$ cat config.mk
export PLATFORM = sky130hd
export DESIGN_NAME = fp_matrix_loader
export DESIGN_NICKNAME = d
export VERILOG_FILES = /design/src/rtl/fp_det_pkg.sv /design/src/rtl/fp_matrix_store.sv /design/src/rtl/fp_matrix_loader.sv
export SDC_FILE = /design/constraint.sdc
export NUM_CORES = 1
export LEC_CHECK = 0
export CAP_MARGIN = 20
export CORE_AREA = 8 8 362 364
export CTS_CLUSTER_DIAMETER = 50
export CTS_CLUSTER_SIZE = 10
export DETAILED_ROUTE_END_ITERATION = 8
export DIE_AREA = 0 0 370 372
export PLACE_DENSITY = 0.61
export SETUP_SLACK_MARGIN = 0.15
export SYNTH_ARGS = -nofsm -noshare
export SYNTH_HDL_FRONTEND = slang
export SYNTH_SLANG_ARGS = --single-unit
$ cat constraint.sdc
create_clock -name clk -period 3.4 [get_ports clk]
set_input_delay 0.51 -clock clk [delete_from_list [all_inputs] [get_ports clk]]
set_output_delay 0.51 -clock clk [all_outputs]
set_load 0.01 [all_outputs]
$ cat src/rtl/fp_det_pkg.sv
// rtl/fp_det_pkg.sv - shared constants, FSM states and index helper for the determinant datapath
package fp_det_pkg;

    localparam int MAX_N  = 5;
    localparam int WORD_W = 32;

    localparam logic [1:0] OP_WRITE  = 2'b00;
    localparam logic [1:0] OP_SET_N  = 2'b01;
    localparam logic [1:0] OP_COMMIT = 2'b10;
    localparam logic [1:0] OP_CLEAR  = 2'b11;

    localparam logic [31:0] ERR_RESULT = 32'hFFFF_FFFF;

    typedef enum logic [2:0] {
        S_IDLE,
        S_EXEC,
        S_CLEAR,
        S_LAUNCH,
        S_WAIT,
        S_RESP
    } state_t;

    // Row-major flat index; storage is always laid out on a MAX_N stride.
    function automatic logic [4:0] idx(input logic [2:0] r, input logic [2:0] c);
        return 5'(r) * 5'(MAX_N) + 5'(c);
    endfunction

endpackage

$ cat src/rtl/fp_matrix_store.sv
// rtl/fp_matrix_store.sv - matrix register array with one write port, clear-by-index and flat read bus
module fp_matrix_store #(
    parameter int DEPTH  = 25,
    parameter int WORD_W = 32,
    parameter int IDX_W  = 5
) (
    input  logic                    clk,
    input  logic                    reset,
    input  logic                    we,
    input  logic [IDX_W-1:0]        widx,
    input  logic [WORD_W-1:0]       wdata,
    input  logic                    clr,
    input  logic [IDX_W-1:0]        cidx,
    output logic [DEPTH*WORD_W-1:0] mat_flat
);

    logic [WORD_W-1:0] mem [DEPTH];

    always_ff @(posedge clk or negedge reset) begin
        if (!reset) begin
            for (int i = 0; i < DEPTH; i++) begin
                mem[i] <= '0;
            end
        end else begin
            if (clr && (int'(cidx) < DEPTH)) begin
                mem[cidx] <= '0;
            end else if (we && (int'(widx) < DEPTH)) begin
                mem[widx] <= wdata;
            end
        end
    end

    for (genvar g = 0; g < DEPTH; g++) begin : g_flat
        assign mat_flat[g*WORD_W +: WORD_W] = mem[g];
    end

endmodule

$ cat src/rtl/fp_matrix_loader.sv
// rtl/fp_matrix_loader.sv - custom-instruction front end that loads a matrix and runs the determinant engine
module fp_matrix_loader #(
    parameter int MAX_N  = 5,
    parameter int WORD_W = 32
) (
    input  logic                          clk,
    input  logic                          reset,
    input  logic                          clk_en,
    input  logic                          start,
    input  logic [31:0]                   dataa,
    input  logic [31:0]                   datab,
    output logic                          done,
    output logic [31:0]                   result,
    output logic [MAX_N*MAX_N*WORD_W-1:0] mat_flat,
    output logic [4:0]                    n_out,
    output logic                          det_start,
    input  logic                          det_done,
    input  logic [31:0]                   det_result
);
    import fp_det_pkg::*;

    localparam int IDX_W = $clog2(MAX_N*MAX_N);
    localparam logic [IDX_W-1:0] LAST_IDX = IDX_W'(MAX_N*MAX_N-1);

    state_t           state;
    logic [1:0]       cmd_op;
    logic [2:0]       cmd_row;
    logic [2:0]       cmd_col;
    logic [31:0]      cmd_data;
    logic [IDX_W-1:0] clr_cnt;
    logic             det_pend;
    logic [31:0]      det_res_q;

    logic wr_ok;
    logic set_ok;
    logic store_we;
    logic store_clr;
    logic unused_datab;

    assign unused_datab = ^{datab[29:7], datab[3]};

    assign wr_ok  = ({2'b00, cmd_row} < n_out) && ({2'b00, cmd_col} < n_out);
    assign set_ok = (cmd_data >= 32'd1) && (cmd_data <= 32'(MAX_N));

    assign store_we  = clk_en && (state == S_EXEC) && (cmd_op == OP_WRITE) && wr_ok;
    assign store_clr = clk_en && (state == S_CLEAR);

    fp_matrix_store #(
        .DEPTH  (MAX_N*MAX_N),
        .WORD_W (WORD_W),
        .IDX_W  (IDX_W)
    ) u_store (
        .clk      (clk),
        .reset    (reset),
        .we       (store_we),
        .widx     (IDX_W'(idx(cmd_row, cmd_col))),
        .wdata    (cmd_data),
        .clr      (store_clr),
        .cidx     (clr_cnt),
        .mat_flat (mat_flat)
    );

    always_ff @(posedge clk or negedge reset) begin
        if (!reset) begin
            state     <= S_IDLE;
            done      <= 1'b0;
            result    <= '0;
            n_out     <= 5'(MAX_N);
            det_start <= 1'b0;
            clr_cnt   <= '0;
            cmd_op    <= OP_WRITE;
            cmd_row   <= '0;
            cmd_col   <= '0;
            cmd_data  <= '0;
            det_pend  <= 1'b0;
            det_res_q <= '0;
        end else begin
            // The engine sees a single raw-clock launch pulse even if clk_en drops.
            det_start <= 1'b0;
            if (!clk_en) begin
                if (det_done) begin
                    det_pend  <= 1'b1;
                    det_res_q <= det_result;
                end
            end else begin
                det_pend <= 1'b0;
                case (state)
                    S_IDLE: begin
                        if (start) begin
                            cmd_op   <= datab[31:30];
                            cmd_row  <= datab[6:4];
                            cmd_col  <= datab[2:0];
                            cmd_data <= dataa;
                            clr_cnt  <= '0;
                            case (datab[31:30])
                                OP_CLEAR:  state <= S_CLEAR;
                                OP_COMMIT: begin
                                    state     <= S_LAUNCH;
                                    det_start <= 1'b1;
                                end
                                default:   state <= S_EXEC;
                            endcase
                        end
                    end
                    S_EXEC: begin
                        done  <= 1'b1;
                        state <= S_RESP;
                        if (cmd_op == OP_WRITE) begin
                            result <= wr_ok ? 32'd0 : ERR_RESULT;
                        end else if (set_ok) begin
                            n_out  <= cmd_data[4:0];
                            result <= 32'd0;
                        end else begin
                            result <= ERR_RESULT;
                        end
                    end
                    S_CLEAR: begin
                        if (clr_cnt == LAST_IDX) begin
                            done   <= 1'b1;
                            result <= 32'd0;
                            state  <= S_RESP;
                        end else begin
                            clr_cnt <= clr_cnt + 1'b1;
                        end
                    end
                    S_LAUNCH: begin
                        state <= S_WAIT;
                        if (det_done) begin
                            det_pend  <= 1'b1;
                            det_res_q <= det_result;
                        end else begin
                            det_pend <= det_pend;
                        end
                    end
                    S_WAIT: begin
                        if (det_done || det_pend) begin
                            done   <= 1'b1;
                            result <= det_pend ? det_res_q : det_result;
                            state  <= S_RESP;
                        end
                    end
                    S_RESP: begin
                        done  <= 1'b0;
                        state <= S_IDLE;
                    end
                    default: state <= S_IDLE;
                endcase
            end
        end
    end

endmodule

# Word-level counts from Yosys, hierarchy flattened
# Index checks and enable logic that the tools add are counted.
[word_totals]
output_inout_bits = 839
in_bits = 101
regBits = 920
[classes]
n_eq_ne = 13
n_bitwise = 5
n_reduce_logical = 23
n_mux = 35
n_lt_le_gt_ge = 10
mul = 1
n_addsub = 2
[ops]
columns = ["op", "count"]
rows = [
  ["$mux W800", 2],
  ["$and A800 B800 Y800", 1],
  ["$bwmux W800", 1],
  ["$not A800 Y800", 1],
  ["$mux W32", 11],
  ["$demux W32 S5", 2],
  ["$pmux W32 S3", 1],
  ["$ge A32 B1 Y1 const B", 1],
  ["$le A32 B3 Y1 const B", 1],
  ["$reduce_and A4 Y1", 5],
  ["$pmux W3 S5", 1],
  ["$ge A6 B6 Y1 const B", 2],
  ["$lt A6 B1 Y1 const B", 2],
  ["$not A5 Y6", 2],
  ["$logic_and A1 B1 Y1", 10],
  ["$lt A3 B5 Y1", 2],
  ["$lt A5 B5 Y1 const B", 2],
  ["$mux W5", 2],
  ["$pmux W5 S2", 1],
  ["$mux W1", 9],
  ["$mux W3", 3],
  ["$eq A3 B2 Y1 const B", 2],
  ["$eq A3 B3 Y1 const B", 2],
  ["$ne A2 B2 Y1 const B", 3],
  ["17 further kinds", 20],
]

# Logic depth before layout (Yosys ltp)
# Gate-level depths: netlist of run 1.
[logic_depth]
word_depth = 10
depth_mapped = 10

# Hierarchy
# Synthesis of run 1 repeated with hierarchy kept, for this count alone.
[unflattened]
hier_cells = 2666
area_unflattened_um2 = 34802.1
[by_module_without_submodules]
columns = ["module", "instances", "seq_area_each_um2", "area_each_um2", "cells_each"]
rows = [
  ["fp_matrix_store", 1, 20019.2, 29234.3, 2124],
  ["fp_matrix_loader", 1, 3005.4, 5567.8, 542],
]

# Worst setup path before layout of run 1
# No wires, ideal clock.
[synth_path]
path_type = "register to register"
start = "reg cmd_row[0]"
end = "reg u_store.mem, in the netlist u_store.mat_flat[257]"
path_slack_ps = 517
arrival_ps = 2747
setup_time_ps = 137
synth_period_minus_slack_ps = 2883
path_stages_with_launch = 11
n_path_buf = 2
path_cell_list = "dfrtp_1 > ha_1 > ha_1 > inv_1 > fa_1 > xnor2_2 > and2_1 > buf_2 > nand4_4 > buf_4 > mux2i_1"
[synth_via]
elab_chain_len = 10
[synth_lines]
columns = ["element", "line_no", "rtl"]
rows = [
  ["start: declaration", "fp_matrix_loader.sv:27", "logic [2:0] cmd_row;"],
  ["start signal: assignment", "fp_matrix_loader.sv:91", "cmd_row <= datab[6:4];"],
  ["$mul A3 B3 Y5", "fp_det_pkg.sv:25", "return 5'(r) * 5'(MAX_N) + 5'(c);"],
  ["$add A5 B3 Y5", "fp_det_pkg.sv:25", ""],
  ["$not A5 Y6 (not written as such)", "fp_matrix_store.sv:28", "mem[widx] <= wdata;"],
  ["$ge A6 B6 Y1 (not written as such) or $lt A6 B1 Y1 (tied branches)", "fp_matrix_store.sv:28", ""],
  ["$logic_and A1 B1 Y1 (not written as such)", "fp_matrix_store.sv:28", ""],
  ["$mux W32 (not written as such)", "fp_matrix_store.sv:28", ""],
  ["$demux W32 S5", "fp_matrix_store.sv:28", ""],
  ["$bwmux W800", "fp_matrix_store.sv:28", ""],
  ["$mux W800", "fp_matrix_store.sv:27", "end else if (we && (int'(widx) < DEPTH)) begin"],
  ["$mux W800", "fp_matrix_store.sv:25", "if (clr && (int'(cidx) < DEPTH)) begin"],
  ["end signal: indexed assignment", "fp_matrix_store.sv:28", ""],
  ["end: declaration", "fp_matrix_store.sv:17", "logic [WORD_W-1:0] mem [DEPTH];"],
]
# Several ways; a longest one is shown, not always the timed one. The select of a mux whose other input is x is not followed.
# A chain may end at the register's enable or synchronous reset.

# Worst setup path after layout of run 1
[layout_path]
start = "reg cmd_row[0]"
end = "reg u_store.mem, in the netlist u_store.mat_flat[535]"
# The elaborated chain is that of the path after synthesis.

==> flow_summary.ini, run 1 <==
[status]
status = completed

[critical_path]
ff2ff_path_depth = 11
r2r-start = cmd_row[0]
cp-startpoint = cmd_row[0]
rrSetupSlack_ns = 0.26
cp_max_fo = 32
end_kind = flop
arrival_ns = 3.68
r2r_end = u_store.mat_flat[535]
crit_end = u_store.mat_flat[535]
required_ns = 3.94
critPathLaunchType = flop
path_class = flop to flop

[yosys]
synth_edf_count = 0
syn_nets = 3374
yosys.area.top_type = dfrtp_1
ys_seq_area_share_pct = 59.5
ys_async_sr_fraction_pct = 100
synth_top_area_share_pct = 59.4
synth-seq-cells = 920
synth_area_leaders = dfrtp_1, mux2i_1, nand2_1, mux2_2, clkbuf_1
ys_warn_count = 0
yosysUniqueCellTypes = 58
synth_area_sq_um = 38700
synthFlopType = dfrtp_1
syn_inst = 3256
syn_area_per_cell_sq_um = 11.9

[timing]
fin_crit_ns = 3.14
relSlewSlack_pct = 23.7
holdWs_ns = 0.344
fmax_mhz = 319
min_period_over_period_pct = 92.3
setup_tns_ns = 0
hold_violations = 0
slew_violations = 0
rsz0062_at_grt = yes
worst_pin_slew_ns = 1.14
fin_worst_skew_ns = 0.0523
setup_violations = 0

[grt]
grt_pass1_vias = 29531
grt_max_degree = 97
grt.overflow.total = 0
grt_pass1_wl_um = 232000
grt_usage_pct = 23.5
antenna_found_initial = 27

[final_layout]
synthToLayoutAreaGrowth_pct = 39.2
fill_cells = 11797
drive_gt1_share_pct = 10.1
seqCellArea_sq_um = 23000
stdcell_area_sq_um = 53800
multi_input_area_sq_um = 14400
finalNonFillerCells = 5872
layout.nets = 4272

[clock_tree]
cts_sinks = 920
clk_latency_ns = 0.74
cts_tree = built
cts_root_buf = clkbuf_16
clkSlewWorstSetupHoldPaths_ns = 0.06
cts_made_buffers = 119
ctsHtreeMaxLevel = 3
ctsLongestPathBuffers = 3

[floorplanning]
die_w_um = 370
row_count = 130
start_util_pct = 31.0
ios = 940
chipHeight_um = 372
die-area_sq_um = 138000
coreArea_sq_um = 125000

[routing]
routed_wl_um = 168000
vias = 28422
remaining_drc_errors = 0
drt_iter0_drc = 2153
first_pass_iters = 7
routed_via_density = 4.84
avgRoutedWirePerCell_um = 28.5
postRouteAntennaNets = 0

[placement]
dp.cells = 5681
portBuffers = 915
dp_hpwl_um = 115000
placed_cell_area_sq_um = 50100
routabilityCongestion = 0.800

[hold_path]
hold_path_class = input pin to flop

[job]
maxCapViolations = 0

[pwr]
irDropWorstVdd_v = 0.000501
power_density_nw_per_um2 = 896
finalPower_w = 0.0482
p_leak_nw = 28.4
## stage by stage
| step | setup slack (ns) | util (%) |
|---|---|---|
| 2_1_floorplan | 0.517 | - |
| 3_3_place_gp | 0.218 | 40.1 |
| 3_5_place_dp | 0.186 | 40.1 |
| 4_1_cts | 0.161 | 43.0 |
| 5_1_grt | 0.103 | 43.1 |
| 6_report | 0.263 | 43.1 |
## kinds of logic (layout without fill, tap and decap cells)
| family | after synthesis | in the layout | share of synthesized area (%) |
|---|---|---|---|
| xor gates and xnor gates | 7 | 7 | 0.178 |
| muxes | 868 | 868 | 22.7 |
| buffers and inverters | 302 | 1258 | 3.63 |
| adders and majority gates | 17 | 17 | 0.569 |
| and+or+nand+nor | 1051 | 1051 | 12.0 |
| AOI/OAI and AO/OA | 91 | 91 | 1.42 |
| DFF | 920 | 920 | 59.5 |
| other | 0 | 10 | 0 |
## area by class of cell
| class | instances | share of cell area, % |
|---|---|---|
| Clock inverter | 36 | 0.784 |
| Multi-Input combinational cell | 2034 | 26.7 |
| Clock buffer | 143 | 5.93 |
| Sequential cell | 920 | 42.8 |
| Tap cell | 1650 | 3.84 |
| Antenna cell | 10 | 0.0465 |
| Timing Repair Buffer | 1039 | 19.7 |
| Inverter | 40 | 0.279 |
## layout by cell type, fill, tap and decap left out, types with 32 or more instances in the layout
master / count
a31oi_1: 32
nand2b_1: 100
clkdlybuf4s50_1: 914
buf_12: 38
dfrtp_1: 918
clkbuf_16: 120
mux2i_1: 804
mux2_2: 64
o21ai_0: 36
nand2_1: 806
buf_4: 83
nor2_1: 48
## state kept, by name, summed over array words and instances (netlist names), 2 cells and up
name,cells
cmd_col,3
cmd_row,3
state,3
cmd_op,2
clr_cnt,5
u_store.mat_flat,800
cmd_data,32
n_out,5
result,32
det_res_q,32
## synthesized netlist by cell type (14+ instances only)
master,number
buf_6,14
nor2_1,48
o21ai_0,36
mux2_2,64
mux2i_1,804
buf_2,48
nand3_1,15
ha_1,16
clkinv_1,32
clkbuf_1,169
nand4_1,15
nand2b_1,100
nand2_1,814
dfrtp_1,918
buf_4,28
a31oi_1,32
## worst min-delay path by stage
stage	start	cells past startpoint	end	slack [ns]
3_5_place_dp	cmd_op[0]	2	cmd_op[0]	0.47
3_3_place_gp	cmd_op[1]	2	cmd_op[1]	0.47
2_1_floorplan	reset	0	clr_cnt[0]	0.21
6_report	datab[4]	3	cmd_row[0]	0.34
5_1_grt	datab[6]	3	cmd_row[2]	0.32
4_1_cts	datab[6]	3	cmd_row[2]	0.26
## repair_timing
item,in CTS,in global routing
endpoints found under the hold margin,34,0
setup buffers,0,1
gates resized for setup,0,5
setup endpoints to repair,0,226
hold buffers,1,0
## per-layer routing
metal | routed length [um] | global-route usage (%) | vias up
li1 | - | - | 12621
met1 | 65900 | 27.7 | 14543
met2 | 81300 | 39.8 | 964
met3 | 13200 | 7.34 | 274
met4 | 7060 | 9.67 | 20
met5 | 127 | 0 | -
## critical path, cell delays in order (launching register included)
cell,delay (ns)
dfrtp_1,0.42
ha_1,0.31
ha_1,0.30
inv_1,0.06
fa_1,0.43
xor2_1,0.22
o211ai_1,0.22
nor3_2,0.23
buf_4,0.15
nand4_4,0.10
buf_12,0.23
mux2i_1,0.19
## power by group
part           leakage, nW  internal (W)  switching (W)
clock network         1.76       0.00690        0.00492
logic                 14.1       0.00847         0.0111
registers             12.5        0.0146        0.00223
total                 28.4        0.0299         0.0183
(Power assumes the default switching activity.)
==> inputs of run 2 (changes only) <==
- clock period: 3.4 -> 3.3 ns (I/O delays scaled with it)
==> run 2 against run 1 <==
Register-to-register slack worse by 0.04 ns. First-iteration DRC count shrank 10%. Via count is 1.5% higher. Global-route usage up 0.16 points. Setup slack got worse by 0.036 ns. Utilization rose by 0.50 points. Wire length increased by 0.68%. Sequential power is 3% higher. Maximum frequency is 2.1% higher. Total power increased by 5.9%. Die area unchanged. Non-clock buffer count up 18. Critical endpoint is now u_store.mat_flat[675]. Largest cell class unchanged.
==> flow_summary.ini, run 2 (same netlist as run 1, synthesis figures left out) <==
[pwr]
p_seq_share_pct = 33.9
comb_power_share_pct = 39.9
irDropWorstVdd_v = 0.000537
p_sw_w = 0.0191
power_density_nw_per_um2 = 938
p_leak_nw = 28.7
clock_power_share_pct = 26.2
power.internal_w = 0.0319
swShare_pct = 37.4

[clock_tree]
clk_latency_ns = 0.76
clkSlewWorstSetupHoldPaths_ns = 0.05
cts_sinks = 920
cts_root_buf = clkbuf_16
cts_tree = built
cts_made_buffers = 130
ctsLongestPathBuffers = 3
ctsHtreeMaxLevel = 4

[final_layout]
fill_cells = 11825
drive_gt1_share_pct = 11.0
finalNonFillerCells = 5910
layout.nets = 4301
layout_commonest_cell = dfrtp_1
synthToLayoutAreaGrowth_pct = 40.8
largest_reg_flops = 800
mostFrequentLayoutCells = dfrtp_1, clkdlybuf4s50_1, nand2_1

[grt]
grt_pass1_vias = 29975
grt_usage_pct = 23.7
antenna_found_initial = 24
grt.overflow.total = 0
grt_max_degree = 130
grt_pass1_wl_um = 233000

[timing]
slew_violations = 0
fin_crit_ns = 3.07
setup_ws_ns = 0.227
relSlewSlack_pct = 22.9
fin_worst_skew_ns = 0.0311
setup_tns_ns = 0
min_period_over_period_pct = 93.1
fmax_mhz = 325
rsz0062_at_grt = yes
worst_pin_slew_ns = 1.16
setup_violations = 0
hold_violations = 0

[floorplanning]
ios = 940
coreArea_sq_um = 125000
row_count = 130
die_w_um = 370
start_util_pct = 31.0
chipHeight_um = 372
die-area_sq_um = 138000

[routing]
routed_wl_um = 169000
avgRoutedWirePerCell_um = 28.5
remaining_drc_errors = 0
postRouteAntennaNets = 0
drt_iter0_drc = 1928
first_pass_iters = 5
vias = 28860
routed_via_density = 4.88

[placement]
pre_cts_ws_ns = 0.114
routabilityCongestion = 0.816
dp.cells = 5692
dp_hpwl_um = 116000
portBuffers = 915

[critical_path]
cp_max_fo = 12
path_class = flop to flop
critPathLaunchType = flop
cp-startpoint = cmd_row[2]
end_kind = flop
ff2ff_path_depth = 9
required_ns = 3.88
arrival_ns = 3.65
r2r-start = cmd_row[2]
crit_end = u_store.mat_flat[675]
rrSetupSlack_ns = 0.23
r2r_end = u_store.mat_flat[675]

[hold_path]
hold_path_class = input pin to asynchronous set/reset pin

[job]
maxCapViolations = 0

[status]
status = completed
[run 2: routing by layer]
layer / wire length [um] / GRT usage (%)
met1: 66400 / 27.8
met2: 81500 / 39.8
met3: 13000 / 7.40
met4: 7800 / 10.6
met5: 87 / 0
[run 2: critical path: stages (launching register included)]
cell and delay (ns):
dfrtp_1 0.42, ha_1 0.30, ha_1 0.29, inv_1 0.08, fa_2 0.47, buf_4 0.19
nor4_2 0.36, nand4_1 0.29, buf_4 0.33, mux2i_1 0.15
[run 2: through the flow]
| stage | hold slack [ns] | instance area [sq um] | power (W) | utilization, % |
|---|---|---|---|---|
| after floorplan | 0.199 | 38700 | 0.0250 | - |
| after global placement | 0.475 | 50200 | 0.0375 | 40.2 |
| after detailed placement | 0.465 | 50200 | 0.0379 | 40.2 |
| after CTS | 0.216 | 54300 | 0.0515 | 43.5 |
| after global routing | 0.258 | 54400 | 0.0534 | 43.6 |
| final | 0.291 | 54400 | 0.0510 | 43.6 |
[run 2: repair_timing]
item | in CTS | in global routing
buffers inserted | 2 | 4
pin swaps | 1 | 4
hold buffers | 1 | 0
resized for setup | 3 | 9
setup endpoints to repair | 67 | 192
hold endpoints to repair | 38 | 0
gates cloned | 0 | 1
[run 2: area by class of cell]
| cell class | instances | area, sq um | area share [%] |
|---|---|---|---|
| flip-flops and latches | 920 | 23000 | 42.3 |
| multi-input cells | 2034 | 14400 | 26.4 |
| repair buffers | 1057 | 10800 | 19.8 |
| clock buffers | 157 | 3570 | 6.56 |
| well taps | 1650 | 2060 | 3.79 |
| clock inverters | 43 | 478 | 0.878 |
| inverters | 40 | 150 | 0.276 |
| diodes | 9 | 22.5 | 0.0414 |
[run 2: power by group through the flow]
stage                     combinational (W)  sequential, W  clock (W)
after detailed placement             0.0205         0.0174          0
after CTS                            0.0206         0.0173     0.0137
final                                0.0204         0.0173     0.0134
after global placement               0.0202         0.0173          0
after global routing                 0.0216         0.0177     0.0141
after floorplan                     0.00631         0.0186          0
[run 2: worst min path at each step]
stage | startpoint | endpoint | slack (ns) | cells after the start
finish | reset | u_store.mat_flat[29] | 0.29 | 2
global route | datab[4] | cmd_row[0] | 0.26 | 3
CTS | datab[1] | cmd_col[1] | 0.22 | 3
detailed placement | cmd_op[1] | cmd_op[1] | 0.46 | 2
global placement | cmd_op[1] | cmd_op[1] | 0.47 | 2
floorplan | reset | clr_cnt[0] | 0.20 | 0
